`config.mk`:
```
export PLATFORM = sky130hd
export DESIGN_NAME = uart_responder
export DESIGN_NICKNAME = d
export VERILOG_FILES = /design/src/rtl/uart_responder_pkg.sv /design/src/rtl/uart_responder_rx.sv /design/src/rtl/uart_responder.sv
export SDC_FILE = /design/constraint.sdc
export NUM_CORES = 1
export LEC_CHECK = 0
export ABC_AREA = 1
export CAP_MARGIN = 5
export CELL_PAD_IN_SITES_DETAIL_PLACEMENT = 1
export CELL_PAD_IN_SITES_GLOBAL_PLACEMENT = 1
export CORE_MARGIN = 1.5
export CORE_UTILIZATION = 31
export CTS_CLUSTER_SIZE = 10
export DETAILED_ROUTE_END_ITERATION = 10
export MAX_ROUTING_LAYER = met4
export PLACE_DENSITY_LB_ADDON = 0.1
export SYNTH_ARGS = -nofsm -noshare
export SYNTH_HDL_FRONTEND = slang
export SYNTH_HIERARCHICAL = 1
export SYNTH_SLANG_ARGS = --single-unit
```
`constraint.sdc`:
```
create_clock -name clk -period 1.75 [get_ports clk]
set_input_delay 0.525 -clock clk [delete_from_list [all_inputs] [get_ports clk]]
set_output_delay 0.525 -clock clk [all_outputs]
set_load 0.05 [all_outputs]
```
`src/rtl/uart_responder_pkg.sv`:
```
// Shared types and defaults for the UART responder and its receive core.
package uart_responder_pkg;

   localparam int DATA_BUS         = 16;
   localparam int CLKS_PER_BIT_DEF = 96;

   typedef enum logic [1:0] {TX_IDLE, TX_START, TX_DATA, TX_STOP} tx_state_t;
   typedef enum logic [1:0] {RX_IDLE, RX_START, RX_DATA, RX_STOP} rx_state_t;

   // Bit-time down-counter width; must hold CLKS_PER_BIT-1.
   function automatic int tmr_width(input int cpb);
      return (cpb < 2) ? 1 : $clog2(cpb);
   endfunction

endpackage

```
`src/rtl/uart_responder_rx.sv`:
```
// Receive core: rxd synchroniser, 8N1 deserialiser, byte/frame-error strobes.
//
// state    | meaning
// RX_IDLE  | line idle, waiting for synchronised rxd low
// RX_START | timing to the start-bit centre, rejecting false starts
// RX_DATA  | sampling 8 data bits LSB first at bit centres
// RX_STOP  | timing to the stop-bit centre
module uart_rx_core
   import uart_responder_pkg::*;
#(
   parameter int CLKS_PER_BIT = CLKS_PER_BIT_DEF
) (
   input  logic       clk,
   input  logic       rst,
   input  logic       rxd,
   output logic       byte_valid,
   output logic [7:0] rx_byte,
   output logic       frame_err
);

   localparam int            TW        = tmr_width(CLKS_PER_BIT);
   localparam logic [TW-1:0] BIT_LAST  = TW'(CLKS_PER_BIT - 1);
   localparam logic [TW-1:0] HALF_LAST = TW'(CLKS_PER_BIT / 2 - 1);

   logic [1:0]    sync;
   logic          rxs;
   rx_state_t     state;
   logic [TW-1:0] tmr;
   logic [2:0]    bit_idx;
   logic [7:0]    shift;
   logic          stop_tc;

   assign rxs = sync[1];

   always_ff @(posedge clk) begin
      if (rst) begin
         sync    <= 2'b11;
         state   <= RX_IDLE;
         tmr     <= '0;
         bit_idx <= '0;
         shift   <= '0;
      end else begin
         sync <= {sync[0], rxd};
         case (state)
            RX_IDLE: begin
               if (!rxs) begin
                  tmr   <= HALF_LAST;
                  state <= RX_START;
               end
            end
            RX_START: begin
               if (tmr == '0) begin
                  tmr     <= BIT_LAST;
                  bit_idx <= 3'd7;
                  state   <= rxs ? RX_IDLE : RX_DATA;
               end else begin
                  tmr <= tmr - TW'(1);
               end
            end
            RX_DATA: begin
               if (tmr == '0) begin
                  tmr   <= BIT_LAST;
                  shift <= {rxs, shift[7:1]};
                  if (bit_idx == 3'd0) state <= RX_STOP;
                  else                 bit_idx <= bit_idx - 3'd1;
               end else begin
                  tmr <= tmr - TW'(1);
               end
            end
            RX_STOP: begin
               if (tmr == '0) state <= RX_IDLE;
               else           tmr   <= tmr - TW'(1);
            end
            default: state <= RX_IDLE;
         endcase
      end
   end

   // Strobes are decoded from registered state so they last exactly one cycle.
   assign stop_tc    = (state == RX_STOP) && (tmr == '0);
   assign byte_valid = stop_tc && rxs;
   assign frame_err  = stop_tc && !rxs;
   assign rx_byte    = shift;

endmodule

```
`src/rtl/uart_responder.sv`:
```
// Bus-side UART responder: write strobe -> 8N1 transmitter, receive buffer on read.
//
// state    | meaning
// TX_IDLE  | shifter idle; loads from hold when hold_full
// TX_START | driving start bit for one bit time
// TX_DATA  | driving 8 data bits LSB first
// TX_STOP  | driving stop bit for one bit time
module uart_responder
   import uart_responder_pkg::*;
#(
   parameter int CLKS_PER_BIT = CLKS_PER_BIT_DEF,
   parameter int DATA_W       = DATA_BUS
) (
   input  logic              clk,
   input  logic              rst,
   input  logic              wrn,
   input  logic              rdn,
   input  logic [DATA_W-1:0] data_in,
   output logic [DATA_W-1:0] data_out,
   output logic              data_oe,
   output logic              tbre,
   output logic              tsre,
   output logic              data_ready,
   output logic              txd,
   input  logic              rxd,
   output logic              overrun,
   output logic              frame_err
);

   localparam int            TW       = tmr_width(CLKS_PER_BIT);
   localparam logic [TW-1:0] BIT_LAST = TW'(CLKS_PER_BIT - 1);

   logic          wrn_q, rdn_q;
   logic          write_ev, read_ev;
   logic [7:0]    hold;
   logic          hold_full;
   tx_state_t     tx_state;
   logic [TW-1:0] tx_tmr;
   logic [2:0]    tx_bits;
   logic [7:0]    tx_shift;
   logic [7:0]    rx_buf;
   logic          byte_valid;
   logic [7:0]    rx_byte;
   logic          unused_data_hi;

   assign write_ev       = !wrn_q && wrn;
   assign read_ev        = !rdn_q && rdn;
   assign tbre           = !hold_full;
   assign tsre           = (tx_state == TX_IDLE);
   assign data_oe        = !rst && !rdn;
   assign data_out       = {{(DATA_W-8){1'b0}}, rx_buf};
   assign unused_data_hi = ^data_in[DATA_W-1:8];

   uart_rx_core #(.CLKS_PER_BIT(CLKS_PER_BIT)) u_rx (
      .clk        (clk),
      .rst        (rst),
      .rxd        (rxd),
      .byte_valid (byte_valid),
      .rx_byte    (rx_byte),
      .frame_err  (frame_err)
   );

   always_ff @(posedge clk) begin
      if (rst) begin
         wrn_q      <= 1'b1;
         rdn_q      <= 1'b1;
         hold       <= '0;
         hold_full  <= 1'b0;
         tx_state   <= TX_IDLE;
         tx_tmr     <= '0;
         tx_bits    <= '0;
         tx_shift   <= '0;
         txd        <= 1'b1;
         rx_buf     <= '0;
         data_ready <= 1'b0;
         overrun    <= 1'b0;
      end else begin
         wrn_q <= wrn;
         rdn_q <= rdn;

         // Acceptance uses hold_full before this edge, so a write coinciding
         // with the IDLE load is dropped while the load takes the old byte.
         if (write_ev && !hold_full) begin
            hold      <= data_in[7:0];
            hold_full <= 1'b1;
         end

         case (tx_state)
            TX_IDLE: begin
               if (hold_full) begin
                  tx_shift  <= hold;
                  hold_full <= 1'b0;
                  tx_tmr    <= BIT_LAST;
                  txd       <= 1'b0;
                  tx_state  <= TX_START;
               end
            end
            TX_START: begin
               if (tx_tmr == '0) begin
                  tx_tmr   <= BIT_LAST;
                  txd      <= tx_shift[0];
                  tx_shift <= {1'b0, tx_shift[7:1]};
                  tx_bits  <= 3'd7;
                  tx_state <= TX_DATA;
               end else begin
                  tx_tmr <= tx_tmr - TW'(1);
               end
            end
            TX_DATA: begin
               if (tx_tmr == '0) begin
                  tx_tmr <= BIT_LAST;
                  if (tx_bits == 3'd0) begin
                     txd      <= 1'b1;
                     tx_state <= TX_STOP;
                  end else begin
                     txd      <= tx_shift[0];
                     tx_shift <= {1'b0, tx_shift[7:1]};
                     tx_bits  <= tx_bits - 3'd1;
                  end
               end else begin
                  tx_tmr <= tx_tmr - TW'(1);
               end
            end
            TX_STOP: begin
               if (tx_tmr == '0) tx_state <= TX_IDLE;
               else              tx_tmr   <= tx_tmr - TW'(1);
            end
            default: tx_state <= TX_IDLE;
         endcase

         // A new byte beats a coincident read-end and is not an overrun.
         if (byte_valid) begin
            rx_buf     <= rx_byte;
            data_ready <= 1'b1;
         end else if (read_ev) begin
            data_ready <= 1'b0;
         end
         overrun <= byte_valid && data_ready && !read_ev;
      end
   end

endmodule

```
==> qor.yml <==
sta:
  layout_setup_ws_ps: -239
  post-route-min-period_ps: 1990
  max_freq_ghz: 0.503
  setup_viol: 1
  drv_slew: 0
  finalHoldViolCount: 0
  fin_skew_ps: 8.65
  tns_ps: -239
  rsz0062_at_grt: "true"
  min_period_over_period_pct: 114
critical_path:
  crit_path_end_kind: "primary output"
  worst-setup-path-type: "flip-flop to primary output"
  critPathMaxFanout: 2
  required_ps: 1220
  start_kind: "flip-flop"
  worst_ep_arrival_time_ps: 1460
detailed_routing:
  routed_via_density: 4.66
  drt_pre_antenna_iters: 4
  wl_mm: 8.69
  ant_nets: 0
  drc: 0
  wire_per_inst_um: 13.0
  vias: 3123
  drt_iter0_markers: 54
power:
  leakage_nw: 1.97
  ir_worst_vdd_uv: 521
  total_power_w: 0.00637
  p_per_area_nw_per_um2: 1430
global_routing:
  grt_pass1_vias: 3058
  grt_pass1_wl_mm: 14.5
  grtUsageTotal_pct: 16.5
  grt_max_degree: 21
  antenna_found_initial: 0
  grt_overflow_total: 0
status:
  status: "finished, violations left"
  failed_checks: "setup timing"
final_layout:
  fillCellCount: 1300
  drive_gt1_share_pct: 23.2
  multi_input_area_um2: 1860
  nNetsFinal: 571
  area.sequential_um2: 1280
  antennaDiodeCount: 0
  syn_to_final_growth_pct: 32.7
floorplanning:
  dieArea_um2: 11400
  die_x_um: 107
  io-pin-count: 44
  core_um2: 10400
  die_y_um: 107
  std_cell_rows: 37
  start_util_pct: 32.1
yosys:
  synth_area_leader_cell: "dfxtp_1"
  synth_edf_count: 0
  synth_cells: 462
  synth_top_area_share_pct: 38.3
  yosys_warnings: 6
  synth-seq-cells: 64
  ys.flop_type: "dfxtp_1"
  ys_async_sr_fraction_pct: 0
  synthDistinctLibCells: 34
  avgSynthCellArea_um2: 7.24
  syn_area_um2: 3350
  yosysSeqAreaShare_pct: 38.3
  synth_area_leaders: "dfxtp_1 38%, nand2_1 10%, ha_1 6.7%"
run:
  drv_cap: 0
clock_network:
  worst_skew_pair.late_latency_ps: 340
  tritoncts: "built"
  clk_pin_slew_ps: 70
  cts_buffer_depth: 2
  clkSinkCount: 64
  root_buffer: "clkbuf_8"
  htreeDepth: 3
  cts_made_buffers: 9
placement:
  dp_hpwl_mm: 6.31
  place_congestion: 0.780
  port_buffers: 27
min_path:
  worstHoldPathType: "flip-flop to flip-flop"
path summary, 6_finish.rpt:
path	start	end	slack, ps	depth (start not counted)
setup / recovery	u_rx/tmr[0]$_SDFFE_PP0P_	frame_err	-240	7
hold / removal	u_rx/sync[0]$_SDFF_PP1_	u_rx/sync[1]$_SDFF_PP1_	420	1
setup reg to reg	u_rx/tmr[0]$_SDFFE_PP0P_	u_rx/bit_idx[0]$_SDFFE_PP0P_	10	13
hold reg to reg	u_rx/sync[0]$_SDFF_PP1_	u_rx/sync[1]$_SDFF_PP1_	420	1
critical path: stages, from the launching register on:
cell     delay (ps)
dfxtp_2         320
inv_2            70
ha_4            140
inv_4            30
nor2_4           70
nand4_1         170
nor2_4          170
buf_12          150
timing repair:
| action | CTS | global route |
|---|---|---|
| resized for setup | 27 | 19 |
| gates cloned | 0 | 0 |
| pin swaps | 5 | 15 |
| setup endpoints to repair | 3 | 40 |
| hold buffers | 0 | 0 |
| endpoints found under the hold margin | 0 | 0 |
| buffers inserted | 7 | 9 |
flip-flops by register name, indices dropped and copies added (netlist names), named ones only:
| signal | cells |
|---|---|
| tx_bits | 3 |
| data_ready | 1 |
| u_rx/tmr | 7 |
| u_rx/bit_idx | 3 |
| u_rx/state | 1 |
| rx_buf | 8 |
| hold_full | 1 |
| txd | 1 |
| overrun | 1 |
| tx_state | 2 |
| rdn_q | 1 |
| u_rx/rx_byte | 8 |
| tx_shift | 8 |
| wrn_q | 1 |
| hold | 8 |
| tx_tmr | 7 |
| u_rx/sync | 2 |
area by class of cell:
| class | instances | area share (%) |
|---|---|---|
| inverters | 58 | 4.96 |
| multi-input cells | 332 | 41.8 |
| repair buffers | 67 | 16.5 |
| clock buffers | 13 | 4.03 |
| flip-flops and latches | 64 | 28.9 |
| well taps | 136 | 3.83 |
report_power, final:
group | internal [W] | leakage, nW | switching, W
clock | 0.000646 | 0.0935 | 0.000555
sequential | 0.00170 | 0.523 | 0.000188
combinational | 0.00132 | 1.36 | 0.00197
layout by cell type, fill, tap and decap left out, drive strengths merged, types with 8 or more instances in the layout:
cell type / count
nor2: 71
clkbuf: 13
nand3: 33
nand2: 96
conb: 8
o21ai: 31
clkdlybuf4s50: 10
a21oi: 43
ha: 18
inv: 56
nand4: 17
buf: 55
dfxtp: 64
stage by stage:
step / hold WS [ps] / instance area [um2] / util, % / setup WS (ps) / cells
after floorplan: 389 / 3390 / - / -105 / 469
after global placement: 391 / 4080 / 39.2 / -178 / 646
after detailed placement: 406 / 4080 / 39.2 / -183 / 646
after CTS: 422 / 4360 / 41.8 / -290 / 666
after global routing: 437 / 4440 / 42.6 / -320 / 670
final: 419 / 4440 / 42.6 / -239 / 670
kinds of logic after synthesis:
logic type	Yosys count	synth area share, %
simple gates	225	32.1
compound gates	78	12.4
buf+inv	73	9.49
flops	64	38.3
fa+ha+maj	18	6.73
xor+xnor	3	0.785
other cells	1	0.112
cell usage after synthesis (2+ instances only):
master    instances
nand2_1          92
dfxtp_1          64
nor2_1           60
inv_1            54
a21oi_1          42
nand3_1          29
o21ai_0          29
ha_1             18
nand4_1          17
buf_4             9
nor2_4            6
nor2_2            5
clkbuf_1          4
or2_2             4
clkinv_1          3
nand3_4           3
nor3_1            3
xor2_1            3
nand2_2           2
routing by layer:
| layer | up-vias | wire, um | global-route usage, % |
|---|---|---|---|
| met3 | 11 | 177 | 3.28 |
| met4 | 0 | 120 | 5.71 |
| met1 | 1467 | 4310 | 21.1 |
| met5 | - | 0 | - |
| met2 | 26 | 4080 | 26.0 |
| li1 | 1619 | - | - |
(Power assumes the default switching activity.)
